==> config.mk <==
export PLATFORM = sky130hd
export DESIGN_NAME = writeback_regfile
export DESIGN_NICKNAME = d
export VERILOG_FILES = /design/src/rtl/suave_pkg.sv /design/src/rtl/reg_scoreboard.sv /design/src/rtl/writeback_regfile.sv
export SDC_FILE = /design/constraint.sdc
export NUM_CORES = 2
export LEC_CHECK = 0
export ABC_AREA = 1
export BUFFER_PORTS_ARGS = -buffer_cell sky130_fd_sc_hd__buf_2
export CAP_MARGIN = 5
export CORE_MARGIN = 4
export CORE_UTILIZATION = 53
export DETAILED_ROUTE_END_ITERATION = 8
export PLACE_DENSITY = 0.7
export SETUP_SLACK_MARGIN = 0.02
export SLEW_MARGIN = 20
export SYNTH_ARGS = -nofsm -noshare
export SYNTH_HDL_FRONTEND = slang
export SYNTH_SLANG_ARGS = --single-unit
==> constraint.sdc <==
create_clock -name clk -period 4.6 [get_ports clk]
set_clock_uncertainty 0.2 [all_clocks]
set_input_delay 0.69 -clock clk [delete_from_list [all_inputs] [get_ports clk]]
set_output_delay 0.69 -clock clk [all_outputs]
set_load 0.05 [all_outputs]
==> src/rtl/suave_pkg.sv <==
// Shared constants and types for the writeback / register-file slice.
package suave_pkg;

    localparam int NUM_REGS = 32;
    localparam int CNT_MAX  = 3;

    // W-stage result selector encoding
    typedef enum logic [1:0] {
        RES_ALU = 2'b00,
        RES_MEM = 2'b01,
        RES_PC4 = 2'b10,
        RES_IMM = 2'b11
    } result_src_e;

endpackage

==> src/rtl/reg_scoreboard.sv <==
// Per-register in-flight write counters with a two-source stall query.
// A pending write that retires in the current cycle is treated as covered,
// because the register file bypasses the W result to the D-stage readers.
module reg_scoreboard #(
    parameter int REGISTER_WIDTH = 5,
    parameter int CNT_WIDTH      = 2
) (
    input  logic                      clk,
    input  logic                      rst_n,
    input  logic                      issue_valid_i,
    input  logic [REGISTER_WIDTH-1:0] issue_rd_i,
    input  logic                      wb_valid_i,
    input  logic [REGISTER_WIDTH-1:0] wb_rd_i,
    input  logic                      squash_i,
    input  logic [REGISTER_WIDTH-1:0] squash_rd_i,
    input  logic [REGISTER_WIDTH-1:0] rs1_i,
    input  logic [REGISTER_WIDTH-1:0] rs2_i,
    output logic                      stall_o
);

    localparam int NREGS = 2 ** REGISTER_WIDTH;
    localparam int SW    = CNT_WIDTH + 2;
    // Offset keeps the signed range -2..+1 of the net change non-negative.
    localparam logic [SW-1:0]        SUM_OFS = SW'(2);
    localparam logic [CNT_WIDTH-1:0] CNT_SAT = {CNT_WIDTH{1'b1}};
    localparam logic [SW-1:0]        SUM_TOP = SUM_OFS + SW'(CNT_SAT);

    logic [CNT_WIDTH-1:0] cnt_q [NREGS];
    logic [CNT_WIDTH-1:0] cnt_d [NREGS];
    logic                 inc;
    logic                 dec_w;
    logic                 dec_s;
    logic [SW-1:0]        sum;
    logic                 ovf;
    logic                 unf;
    logic                 hit1;
    logic                 hit2;
    logic [CNT_WIDTH-1:0] eff1;
    logic [CNT_WIDTH-1:0] eff2;

    // Next counter values: issue, retire and squash combine arithmetically, clamped at both ends.
    always_comb begin
        ovf   = 1'b0;
        unf   = 1'b0;
        inc   = 1'b0;
        dec_w = 1'b0;
        dec_s = 1'b0;
        sum   = '0;
        for (int r = 0; r < NREGS; r++) begin
            inc   = issue_valid_i && (issue_rd_i == REGISTER_WIDTH'(r));
            dec_w = wb_valid_i && (wb_rd_i == REGISTER_WIDTH'(r));
            dec_s = squash_i && (squash_rd_i == REGISTER_WIDTH'(r));
            sum   = SW'(cnt_q[r]) + SUM_OFS + SW'(inc) - SW'(dec_w) - SW'(dec_s);
            cnt_d[r] = cnt_q[r];
            if (r != 0) begin
                if (sum < SUM_OFS) begin
                    cnt_d[r] = '0;
                    unf      = 1'b1;
                end else if (sum > SUM_TOP) begin
                    cnt_d[r] = CNT_SAT;
                    ovf      = 1'b1;
                end else begin
                    cnt_d[r] = CNT_WIDTH'(sum - SUM_OFS);
                end
            end
        end
    end

    // Counter state; reset clears every entry regardless of what is in flight.
    always_ff @(posedge clk or negedge rst_n) begin
        if (!rst_n) begin
            for (int r = 0; r < NREGS; r++) begin
                cnt_q[r] <= '0;
            end
        end else begin
            cnt_q <= cnt_d;
        end
    end

    // Stall query: outstanding writes minus the one retiring (and bypassed) this cycle.
    always_comb begin
        hit1    = wb_valid_i && (wb_rd_i == rs1_i);
        hit2    = wb_valid_i && (wb_rd_i == rs2_i);
        eff1    = cnt_q[rs1_i] - CNT_WIDTH'(hit1);
        eff2    = cnt_q[rs2_i] - CNT_WIDTH'(hit2);
        stall_o = ((rs1_i != '0) && (eff1 != '0)) ||
                  ((rs2_i != '0) && (eff2 != '0));
    end

    // More writers in flight than pipeline stages, or a retire/squash with nothing outstanding.
    a_cnt_no_overflow:  assert property (@(posedge clk) disable iff (!rst_n) !ovf);
    a_cnt_no_underflow: assert property (@(posedge clk) disable iff (!rst_n) !unf);

endmodule

==> src/rtl/writeback_regfile.sv <==
// Writeback stage: result select, 32-entry register file with write-first
// bypass on both D-stage read ports, and the in-flight write scoreboard.
module writeback_regfile
    import suave_pkg::*;
#(
    parameter int DATA_WIDTH     = 32,
    parameter int REGISTER_WIDTH = 5,
    parameter int CNT_WIDTH      = $clog2(CNT_MAX + 1)
) (
    input  logic                      clk,
    input  logic                      rst_n,
    input  logic                      reg_write_w_i,
    input  logic [1:0]                result_src_w_i,
    input  logic [DATA_WIDTH-1:0]     alu_result_w_i,
    input  logic [DATA_WIDTH-1:0]     read_data_w_i,
    input  logic [DATA_WIDTH-1:0]     pc_plus4_w_i,
    input  logic [DATA_WIDTH-1:0]     imm_ext_w_i,
    input  logic [REGISTER_WIDTH-1:0] rd_w_i,
    input  logic [REGISTER_WIDTH-1:0] rs1_d_i,
    input  logic [REGISTER_WIDTH-1:0] rs2_d_i,
    output logic [DATA_WIDTH-1:0]     rd1_d_o,
    output logic [DATA_WIDTH-1:0]     rd2_d_o,
    input  logic                      issue_valid_d_i,
    input  logic [REGISTER_WIDTH-1:0] issue_rd_d_i,
    input  logic                      squash_e_i,
    input  logic [REGISTER_WIDTH-1:0] squash_rd_e_i,
    output logic [DATA_WIDTH-1:0]     result_w_o,
    output logic                      stall_d_o
);

    localparam int NREGS = 2 ** REGISTER_WIDTH;

    logic [DATA_WIDTH-1:0] regs_q [NREGS];
    logic [DATA_WIDTH-1:0] regs_d [NREGS];
    logic                  wr_en;

    // W-stage result select
    always_comb begin
        result_w_o = alu_result_w_i;
        case (result_src_e'(result_src_w_i))
            RES_ALU: result_w_o = alu_result_w_i;
            RES_MEM: result_w_o = read_data_w_i;
            RES_PC4: result_w_o = pc_plus4_w_i;
            RES_IMM: result_w_o = imm_ext_w_i;
            default: result_w_o = alu_result_w_i;
        endcase
    end

    // Next register-file contents; writes to x0 are dropped.
    always_comb begin
        wr_en  = reg_write_w_i && (rd_w_i != '0);
        regs_d = regs_q;
        if (wr_en) begin
            regs_d[rd_w_i] = result_w_o;
        end
    end

    // Register-file storage
    always_ff @(posedge clk or negedge rst_n) begin
        if (!rst_n) begin
            for (int r = 0; r < NREGS; r++) begin
                regs_q[r] <= '0;
            end
        end else begin
            regs_q <= regs_d;
        end
    end

    // D-stage read ports: x0 reads zero, a same-cycle W write wins over the array.
    always_comb begin
        if (rs1_d_i == '0) begin
            rd1_d_o = '0;
        end else if (reg_write_w_i && (rd_w_i == rs1_d_i)) begin
            rd1_d_o = result_w_o;
        end else begin
            rd1_d_o = regs_q[rs1_d_i];
        end

        if (rs2_d_i == '0) begin
            rd2_d_o = '0;
        end else if (reg_write_w_i && (rd_w_i == rs2_d_i)) begin
            rd2_d_o = result_w_o;
        end else begin
            rd2_d_o = regs_q[rs2_d_i];
        end
    end

    reg_scoreboard #(
        .REGISTER_WIDTH (REGISTER_WIDTH),
        .CNT_WIDTH      (CNT_WIDTH)
    ) u_scoreboard (
        .clk           (clk),
        .rst_n         (rst_n),
        .issue_valid_i (issue_valid_d_i),
        .issue_rd_i    (issue_rd_d_i),
        .wb_valid_i    (reg_write_w_i),
        .wb_rd_i       (rd_w_i),
        .squash_i      (squash_e_i),
        .squash_rd_i   (squash_rd_e_i),
        .rs1_i         (rs1_d_i),
        .rs2_i         (rs2_d_i),
        .stall_o       (stall_d_o)
    );

endmodule

==> metrics list <==
- The flow ran to the end, and the final reports show no timing, DRC or antenna violations.
- Overall Global Routing Usage: 39.9%
- In the global route stage, met3 resource usage came out at 12.2%.
* PortBufs: 256
- Counting flops and latches in the post-synthesis netlist gives 1,086.
- Number of warnings reported in the yosys synthesis log: 0
- Type of the worst setup path: input pin to output port
- In the post-synthesis netlist, the biggest area contributors are dfrtp_1, nand2_1, o21ai_0.
* Number of fill cells in the layout: 10,800
- Worst R2R End: u_scoreboard.cnt_q[20]$_DFF_PN0_
* Mean instance size in the synthesized netlist: 7.55 um2
- Sequential cells were found to cover 42.8% of the synthesized design area.
* Met1 Resource Use GR: 51.7%
- Derived from the worst setup path, the maximum achievable clock frequency is 0.238 GHz.
- CTS tree: done
* Slowest library cell on the worst path: nor2_4
* Post-synth EDFFs: 0
- After clock tree synthesis, the flow added hold-fix buffers numbering 1.
- Using the TritonRoute via totals, the vias-per-cell ratio works out to 6.53.
- Crit path top cell by count: nand2_1
* Area fraction of the dominant cell type after synthesis: 42.8%
- Final max-slew violation count: 0
- For this run, the detailed router's first-pass iteration total came to 9.
- Utilization of the core after routing: 59.5%
- Sum of overflow across all layers after global routing: 0
* Ratio of total power to cell area: 436 nW/um2
- In this run the register-to-register setup slack is 2.49 ns.
- Setup repair after global routing left no endpoint under its margin.
- In this run the critical register-to-register path is launched from u_scoreboard.cnt_q[21]$_DFF_PN0_.
- IR analysis of the VDD net gives a maximum drop of 0.000319 V.
- Count of nets left with antenna violations after detail routing: 0
* Kind of capture point of the worst setup path: output port
- Clock-pin slew was measured on the worst setup and hold paths at 0.06 ns.
- The initial antenna violation count came to 10.
* Type of the most critical hold path: flip-flop to flip-flop
- Final worst path period need: 4.21 ns
- Post CTS Setup Buffer Count: 0
- Hold slack final: 0.181 ns
- Remaining DRCs: 0
- Area of the die: 125,000 um2
- Net count of the finished layout: 8,588
- Hold Path Sink: regs_q[1020]$_DFFE_PN0P_
* Worst endpoint data arrival time: 3.32 ns
- Root buffer cell: clkbuf_16
- Placeable Area: 119,000 um2
- The clock net in this run drives a total of 1,086 sinks.
* CP Max Fanout: 44
* Clock latency at the later pin of the worst-skew pair: 0.75 ns
- Slowest Stage Delay on Critical Path: 0.60 ns
* Library cells used by synthesis: 39
- Summed over all cells, the static leakage comes to 0.0328 uW.
- Once the floorplan was initialized, standard cells occupied 53.6% of the core.
* Maximum count of clock buffers along a single path: 3
- Period utilization: 91.4%
* Dominant cell by count in the synthesized netlist: nand2_1
- Setup violations remaining at the end of the flow were counted as 0.
* Total number of vias: 64,800
* List of cells traversed by the critical path: buf_8 > nor2_4 > inv_8 > buf_12 > o221ai_1 > nand2_1 > nand3_1 > nand2_1 > nand2_1 > nand2_1 > nand2_1 > inv_1 > buf_12
- When the netlist entered floorplanning its net count stood at 8,792.
* Hold path depth: 0
- Worst rel slew slack: 17.6%
- Among all flip-flop cells after synthesis, the most frequent one is dfrtp_1.
* Fraction of final layout cells sized beyond drive strength 1: 9.64%
* Clock H-tree levels: 3
- Top cell types by occurrence after synthesis: nand2_1, o21ai_0, dfrtp_1, nor2_1, nand3_1
- For this design the top-level I/O count stands at 257.
- Maximum capacitance violations: 0
- DR WL/cell: 25.9 um
- Crit path setup slack, layout: 0.395 ns
* DRC violation total after the first TritonRoute iteration: 10,100
* Post-cts repair resize count: 0
* Data required time at the worst endpoint: 3.71 ns
- Setup tns final: 0 ns
- Post-synthesis instance area: 63,500 um2
- Height of the die: 354 um
- Standard-cell rows: 126
- Post-synthesis cell count: 8,415
- The worst setup path is launched from an input pin.
* Inserted Clock Buffers: 116
* DP Worst Slack: 0.374 ns
- Final hold violations: 0
* Transition at the pin with the smallest max-transition slack: 1.24 ns
* GR peak layer: met2
- Counting flops with an async set or reset pin after synthesis yields a share of 100%.
- Measured along the x axis, the die boundary spans 354 um.
- Entering global routing, the biggest net connects 121 pins.
- Wire length of the first global-routing pass: 384 mm
- Total routed wirelength: 257 mm
* Depth of the worst register-to-register path: 5
- Global placement routability congestion: 0.926
- Hold path start: regs_q[1020]$_DFFE_PN0P_
* Library cell with the largest summed area after synthesis: dfrtp_1
- The via count of the first global-routing pass is 61,400.
- After legalization and detailed placement, the total HPWL measured 145 mm.
- Met2 Resource Use GR: 58.8%
* Relative area change from synthesis to final layout: 11.0%
==> area by class of cell <==
cell class / instances / area (um2) / share of cell area, %
antenna: 10 / 25.0 / 0.0355
sequential: 1086 / 27200 / 38.5
clock buffer: 163 / 3340 / 4.73
timing repair buffer: 490 / 4130 / 5.85
clock inverter: 53 / 657 / 0.931
inverter: 299 / 1170 / 1.66
multi-input combinational: 6218 / 32000 / 45.4
tap: 1600 / 2000 / 2.84
==> report_power, final <==
part | switching, uW | total, uW | leakage [uW] | internal [uW]
combinational | 4760 | 7470 | 0.0167 | 2710
clock | 4230 | 9920 | 0.00197 | 5690
sequential | 1790 | 13400 | 0.0141 | 11600
total | 10800 | 30800 | 0.0328 | 20000
==> stage by stage <==
| step | std cells | power (uW) | area, um2 |
|---|---|---|---|
| final | 9919 | 30800 | 70500 |
| after global routing | 9911 | 32300 | 70500 |
| after CTS | 9909 | 30600 | 70500 |
| after detailed placement | 9692 | 20700 | 66500 |
| after global placement | 9692 | 20400 | 66500 |
| after floorplan | 8415 | 18100 | 63500 |
==> how the worst max path moves through the flow <==
stage | startpoint | endpoint | slack [ns] | cells past startpoint
floorplan | rd_w_i[2] | u_scoreboard.cnt_q[4]$_DFF_PN0_ | 0.90 | 12
global route | rs1_d_i[1] | rd1_d_o[15] | 0.29 | 13
CTS | rs1_d_i[1] | rd1_d_o[15] | 0.58 | 13
detailed placement | rd_w_i[1] | u_scoreboard.cnt_q[16]$_DFF_PN0_ | 0.37 | 10
global placement | rd_w_i[1] | u_scoreboard.cnt_q[16]$_DFF_PN0_ | 0.43 | 10
finish | rs1_d_i[1] | rd1_d_o[15] | 0.39 | 13
==> state kept, by name, indices dropped and copies added, names as in the netlist <==
signal	cells
u_scoreboard.cnt_q	62
regs_q	1024
==> worst max-delay path, delay by kind of cell <==
family | cells | cell delay, ns
and+or+nand+nor | 7 | 1.29
buffers and inverters | 5 | 1.08
AOI/OAI and AO/OA | 1 | 0.18
==> per-layer routing <==
layer,up-vias,wire (um)
li1,28200,-
met1,30700,94800
met2,4823,108000
met3,1063,36000
met4,10,18000
met5,-,64
==> placed cells by master, fill, tap and decap left out, types with 227 or more instances in the layout <==
cell	count
o21ai_1	421
o211ai_1	238
o21ai_0	1236
inv_1	277
nand3_1	644
nor2_1	685
a21oi_1	264
nand2_1	2035
dfrtp_1	1086
o221ai_1	227
==> cells by family (layout without fill, tap and decap cells) <==
group / after synthesis / count (layout) / synth area share [%]
AOI/OAI and AO/OA: 2543 / 2543 / 22.8
xor gates and xnor gates: 4 / 4 / 0.0552
adders and majority gates: 217 / 217 / 5.01
buffers and inverters: 1111 / 1005 / 7.29
DFF: 1086 / 1086 / 42.8
other: 0 / 10 / 0
and+or+nand+nor: 3454 / 3454 / 22.1
Power figures use the tool's default switching activity.
